`src/rtl/fft_pkg.sv`:
```
// Shared constants, bin word layout and reader FSM states for the FFT bar display.
package fft_pkg;

    localparam int N_BINS    = 64;
    localparam int BAR_W     = 10;
    localparam int H_ACTIVE  = 640;
    localparam int V_ACTIVE  = 480;
    localparam int MAG_SHIFT = 6;
    localparam int MAG_W     = 9;

    typedef struct packed {
        logic signed [15:0] re;
        logic signed [15:0] im;
    } cplx_t;

    typedef enum logic [1:0] {
        IDLE    = 2'd0,
        FETCH   = 2'd1,
        DRAIN   = 2'd2,
        WAIT_VB = 2'd3
    } state_t;

endpackage

```
`src/rtl/fft_bin_reader_mag_approx.sv`:
```
// L1 magnitude approximation of one complex bin, scaled and clipped to a bar height.
module mag_approx #(
    parameter int MAG_SHIFT = fft_pkg::MAG_SHIFT
) (
    input  logic signed [15:0] i_re,
    input  logic signed [15:0] i_im,
    output logic [8:0]         o_mag
);
    import fft_pkg::*;

    logic signed [17:0] w_re;
    logic signed [17:0] w_im;
    logic signed [17:0] w_abs_re;
    logic signed [17:0] w_abs_im;
    logic [17:0]        w_sum;
    logic [17:0]        w_shf;

    function automatic logic [8:0] sat_height(input logic [17:0] v);
        if (v > 18'(V_ACTIVE))
            return 9'(V_ACTIVE);
        return v[8:0];
    endfunction

    // Two guard bits keep |-32768| + |-32768| representable.
    assign w_re     = {{2{i_re[15]}}, i_re};
    assign w_im     = {{2{i_im[15]}}, i_im};
    assign w_abs_re = w_re[17] ? -w_re : w_re;
    assign w_abs_im = w_im[17] ? -w_im : w_im;
    assign w_sum    = unsigned'(w_abs_re + w_abs_im);
    assign w_shf    = w_sum >> MAG_SHIFT;
    assign o_mag    = sat_height(w_shf);

endmodule

```
`src/rtl/fft_bin_reader.sv`:
```
// Fetches one FFT frame into a shadow buffer, swaps it to the display buffer in
// vblank, and renders the display buffer as a 640x480 bar chart.
module fft_bin_reader #(
    parameter int N_BINS    = fft_pkg::N_BINS,
    parameter int BAR_W     = fft_pkg::BAR_W,
    parameter int MAG_SHIFT = fft_pkg::MAG_SHIFT
) (
    input  logic                      clk,
    input  logic                      rst_n,
    input  logic                      frame_done,
    output logic                      mem_rd_en,
    output logic [$clog2(N_BINS)-1:0] mem_addr,
    input  logic [31:0]               mem_rdata,
    output logic                      busy,
    input  logic [9:0]                pix_x,
    input  logic [9:0]                pix_y,
    input  logic                      pix_active,
    input  logic                      vblank,
    output logic [3:0]                r,
    output logic [3:0]                g,
    output logic [3:0]                b
);
    import fft_pkg::*;

    localparam int              AW   = $clog2(N_BINS);
    localparam logic [AW-1:0]   LAST = AW'(N_BINS - 1);
    localparam logic [9:0]      BW   = 10'(BAR_W);

    state_t          r_state;
    state_t          w_next;
    logic [AW-1:0]   r_addr;
    logic            r_cap_vld;
    logic [AW-1:0]   r_cap_addr;
    logic [8:0]      r_shadow [N_BINS];
    logic [8:0]      r_disp   [N_BINS];
    logic            w_swap;
    cplx_t           w_word;
    logic [8:0]      w_mag;

    logic [9:0]      w_bin;
    logic [9:0]      w_col;
    logic [8:0]      w_h;
    logic [9:0]      w_top;
    logic            w_lit;
    logic            w_red;
    logic [3:0]      r_red;
    logic [3:0]      r_grn;
    logic [3:0]      r_blu;

    always_ff @(posedge clk or negedge rst_n) begin
        if (!rst_n)
            r_state <= IDLE;
        else
            r_state <= w_next;
    end

    always_comb begin
        w_next    = r_state;
        mem_rd_en = 1'b0;
        busy      = 1'b1;
        w_swap    = 1'b0;
        case (r_state)
            IDLE: begin
                busy = 1'b0;
                if (frame_done)
                    w_next = FETCH;
            end
            FETCH: begin
                mem_rd_en = 1'b1;
                if (r_addr == LAST)
                    w_next = DRAIN;
            end
            DRAIN: begin
                w_next = WAIT_VB;
            end
            WAIT_VB: begin
                if (vblank) begin
                    w_swap = 1'b1;
                    w_next = IDLE;
                end
            end
            default: w_next = IDLE;
        endcase
    end

    assign mem_addr = r_addr;

    // Read data lags the strobe by one cycle, so address travels with a valid flag.
    always_ff @(posedge clk or negedge rst_n) begin
        if (!rst_n) begin
            r_addr     <= '0;
            r_cap_vld  <= 1'b0;
            r_cap_addr <= '0;
        end else begin
            r_addr     <= (r_state == FETCH) ? r_addr + 1'b1 : '0;
            r_cap_vld  <= mem_rd_en;
            r_cap_addr <= r_addr;
        end
    end

    assign w_word = mem_rdata;

    mag_approx #(
        .MAG_SHIFT (MAG_SHIFT)
    ) u_mag (
        .i_re  (w_word.re),
        .i_im  (w_word.im),
        .o_mag (w_mag)
    );

    always_ff @(posedge clk or negedge rst_n) begin
        if (!rst_n) begin
            for (int i = 0; i < N_BINS; i++) begin
                r_shadow[i] <= '0;
                r_disp[i]   <= '0;
            end
        end else begin
            if (r_cap_vld)
                r_shadow[r_cap_addr] <= w_mag;
            if (w_swap)
                r_disp <= r_shadow;
        end
    end

    // Pixel path: bar lookup and lighting decision, one register to the outputs.
    assign w_bin = pix_x / BW;
    assign w_col = pix_x % BW;
    assign w_h   = (w_bin < 10'(N_BINS)) ? r_disp[w_bin[AW-1:0]] : 9'd0;
    assign w_top = 10'(V_ACTIVE) - {1'b0, w_h};
    assign w_lit = pix_active && (pix_y >= w_top) && (pix_y < 10'(V_ACTIVE))
                   && (w_col != BW - 10'd1);
    assign w_red = pix_y < (w_top + 10'd8);

    always_ff @(posedge clk or negedge rst_n) begin
        if (!rst_n) begin
            r_red <= 4'h0;
            r_grn <= 4'h0;
            r_blu <= 4'h0;
        end else begin
            r_red <= (w_lit && w_red) ? 4'hF : 4'h0;
            r_grn <= w_lit ? 4'hF : 4'h0;
            r_blu <= 4'h0;
        end
    end

    assign r = r_red;
    assign g = r_grn;
    assign b = r_blu;

endmodule

```
`config.mk`:
```
export PLATFORM = sky130hd
export DESIGN_NAME = fft_bin_reader
export DESIGN_NICKNAME = d
export VERILOG_FILES = /design/src/rtl/fft_pkg.sv /design/src/rtl/fft_bin_reader_mag_approx.sv /design/src/rtl/fft_bin_reader.sv
export SDC_FILE = /design/constraint.sdc
export NUM_CORES = 2
export LEC_CHECK = 0
export CAP_MARGIN = 20
export CORE_AREA = 2 2 321 323
export CTS_CLUSTER_DIAMETER = 80
export CTS_CLUSTER_SIZE = 14
export DETAILED_ROUTE_END_ITERATION = 12
export DIE_AREA = 0 0 323 325
export PLACE_DENSITY = 0.65
export SLEW_MARGIN = 30
export SYNTH_ARGS = -nofsm -noshare
export SYNTH_HDL_FRONTEND = slang
export SYNTH_SLANG_ARGS = --single-unit
```
`constraint.sdc`:
```
create_clock -name clk -period 3.25 [get_ports clk]
set_input_delay 0.65 -clock clk [delete_from_list [all_inputs] [get_ports clk]]
set_output_delay 0.65 -clock clk [all_outputs]
set_load 0.01 [all_outputs]
```
==> run summary <==
setup slack, reg-to-reg = -0.64 ns
Die Wd = 323 um
final net count = 5235
worst hold path depth = 0
Slew Limit Fails = 0
share of post-route cells with drive strength above 1 = 39.6%
R2R Path Start = r_disp[54]
Layout fillers = 7915
Post-synth ARST share = 100%
CP max-delay cell = or4_4
part of the power in combinational logic = 28.0%
critical path launch point type = input port
Buffers on Ports = 72
outcome = complete, but fails checks
Slew headroom = 26.3%
post-synthesis sequential element count = 1169
Vias = 38900
FMAX = 174 MHz
final setup margin = -2.50 ns
CTS H-tree lvls = 3
clock share of power = 28.8%
Initial Util = 49.9%
post-synth cell types = 99
final hold vios = 0
global-route wire length before repair = 236 mm
LEAKAGE = 30.5 nW
VDD IR max = 394 uV
Pwr Density = 567 nW/um2
Die Y-Extent = 325 um
via/cell ratio = 5.96
vias in the first global route = 37800
mapped cell area = 50500 um2
Antenna Nets Post-Route = 0
CP endpoint kind = flop
die area = 105000 um2
area grow syn2layout = 28.1%
RSZ-0062 raised after global routing = true
fin crit period = 5.75 ns
Rows = 117
switch share = 31.5%
Place WS = -3.97 ns
Main synth FF type = dfrtp_1
Clk Latency, worst-skew pair = 0.71 ns
Hold/Removal Path Class = flop to flop
worst reg2reg path depth = 23
Crit Path Class = input port to flop
initial DRC count = 3748
CORE AREA = 101000 um2
cell repeated most along the worst path = a21oi_2
I/O pins = 77
gr usage total = 29.7%
hold path endpoint = r_cap_addr[1]
hold path startpoint = mem_addr[1]
clk buf depth = 3
clock slew at reported path FFs = 0.06 ns
Worst Skew = 0.0347 ns
gpl congestion = 0.913
FF-to-FF End = r[2]
post-DP HPWL = 98.1 mm
setup violators final = 578
Pre-Repair DR Iteration Count = 5
Avg Cell Area, Syn = 10.9 um2
WHS = 0.451 ns
Post-synth EDFFs = 0
Switching Power = 11.6 mW
sequential fraction of the synthesis area = 57.9%
initial antenna violation count = 3
largest net degree at the start of global routing = 84
Critical Path RT = 3.83 ns
synth warn = 0
sequential power share = 43.2%
Remaining Overflow, GRT = 0
WL/cell = 25.4 um
failing checks = setup timing
Worst-Margin Slew = 1.10 ns
drc violations = 0
Post-Syn Instances = 4622
Final Routed Wirelength = 166 mm
Num CTS Buffers = 94
Tcrit/Tclk final = 177%
CTS Root Cell = clkbuf_16
crit path DAT = 6.33 ns
max incr delay on CP = 0.44 ns
clk sinks = 1169
Max Cap Viol = 0
Int Power = 25.1 mW
critical path fanouts, max = 6
clock tree from TritonCTS = done
[Yosys cell counts (7+ instances only)]
cell,count,area (um2)
clkbuf_1,231,867
buf_1,7,26.3
buf_6,16,180
xor2_1,9,78.8
mux2_2,580,6530
mux2i_1,59,591
inv_1,37,139
a311oi_1,31,272
a21oi_1,56,280
a32oi_1,8,70.1
and3_1,30,188
buf_2,41,205
nand2_1,1092,4100
and2_1,7,43.8
a211oi_1,35,263
o21ai_0,613,3070
a21o_1,10,75.1
o21ai_1,9,45.0
a31oi_1,42,263
nor2_1,34,128
ha_1,43,538
dfrtp_1,1169,29300
nand3_1,163,816
nand4_1,21,131
nor3_1,24,120
xnor2_1,40,350
o31ai_1,8,60.1
a22oi_1,8,60.1
nor4_1,7,43.8
nand2b_1,17,106
buf_4,24,180
[per-layer routing]
| metal | up-vias | global-route usage, % | routed length (um) |
|---|---|---|---|
| met5 | - | 0 | 0 |
| met3 | 417 | 5.34 | 13000 |
| met4 | 0 | 13.6 | 9380 |
| li1 | 17100 | - | - |
| met1 | 19800 | 40.8 | 67400 |
| met2 | 1523 | 46.0 | 75800 |
[area by class of cell]
| class | instances | area [um2] | area share, % |
|---|---|---|---|
| clock inverter | 9 | 169 | 0.261 |
| clock buffer | 97 | 2380 | 3.68 |
| inverter | 39 | 170 | 0.263 |
| sequential | 1169 | 29300 | 45.2 |
| tap | 1368 | 1710 | 2.64 |
| multi-input combinational | 3100 | 22800 | 35.1 |
| antenna | 2 | 5.00 | 0.00773 |
| timing repair buffer | 731 | 8300 | 12.8 |
[worst max-delay path, delay by kind of cell]
family / cells / cell delay, ns
compound gates: 15 / 2.05
xor+xnor: 2 / 0.28
fa+ha+maj: 2 / 0.47
buf+inv: 9 / 1.27
simple gates: 9 / 1.57
[metrics by stage]
step	TNS, ns	util, %	power, mW	instances	area [um2]
global route	-741.49	63.9	37.9	6513	64700
floorplan	-877.81	-	19.6	4627	51200
CTS	-598.89	60.7	35.2	6432	61500
finish	-621.86	63.9	36.7	6515	64700
detailed placement	-1326.86	55.5	23.2	6213	56200
global placement	-1303.81	55.5	23.1	6213	56200
[power groups by stage]
stage               sequential [mW]  combinational, mW  clock (mW)
floorplan                      16.0               3.62           0
global placement               16.1               7.02           0
detailed placement             16.1               7.09           0
CTS                            15.8               8.65        10.7
global route                   15.9               10.8        11.2
finish                         15.9               10.3        10.6
[cell usage in the layout, fill, tap and decap left out, types with 9 or more instances in the layout]
cell type and count:
xnor2_1 34, clkbuf_16 118, buf_12 111, o21ai_4 9, dfrtp_1 1169, clkdlybuf4s50_1 57
buf_6 61, o21ai_2 473, and3_1 24, nor3_1 16, a311oi_1 23, nand3_2 9
nand2_2 9, ha_1 35, inv_1 27, buf_4 426, nand2_1 1079, o21ai_1 52
nand2b_1 15, o21ai_0 90, nand3_1 149, a21o_1 9, a211oi_1 30, mux2i_1 53
nor2_1 27, nand4_1 21, buf_16 24, a21oi_2 16, a31oi_1 37, mux2_2 580
a21oi_1 39, buf_8 17
[registers in the layout, indices dropped and copies added, names as in the netlist]
signal	cells
r_disp	576
r	1
mem_addr	6
g	1
r_cap_vld	1
r_state	2
r_shadow	576
r_cap_addr	6
[how the worst max path moves through the flow]
stage / endpoint / cells past startpoint / from / slack [ns]
4_1_cts: r[2] / 34 / pix_x[7] / -2.39
3_3_place_gp: r[2] / 28 / pix_x[8] / -3.92
3_5_place_dp: r[2] / 29 / pix_x[8] / -3.97
6_report: r[2] / 37 / pix_x[6] / -2.50
5_1_grt: r[2] / 30 / pix_x[6] / -2.70
2_1_floorplan: r[2] / 35 / pix_x[8] / -2.42
[cell families (layout without fill, tap and decap cells)]
family / after synthesis / in the layout / synth area share [%]
AND/OR/NAND/NOR: 1447 / 1448 / 12.1
multiplexers: 643 / 643 / 14.2
AO/OA/AOI/OAI: 906 / 907 / 10.5
XOR/XNOR: 51 / 51 / 0.936
adder cells (fa/ha/maj): 45 / 45 / 1.11
other: 1 / 8 / 0.00742
buffers and inverters: 360 / 876 / 3.25
flip-flops: 1169 / 1169 / 57.9
[timing repair]
item	CTS	global route
setup endpoints to repair	578	578
pin swaps	102	154
endpoints found under the hold margin	37	0
gates cloned	31	31
resized for setup	374	611
buffers inserted	97	69
hold buffers	1	0
Note: power is estimated with default switching activity, not from simulation.
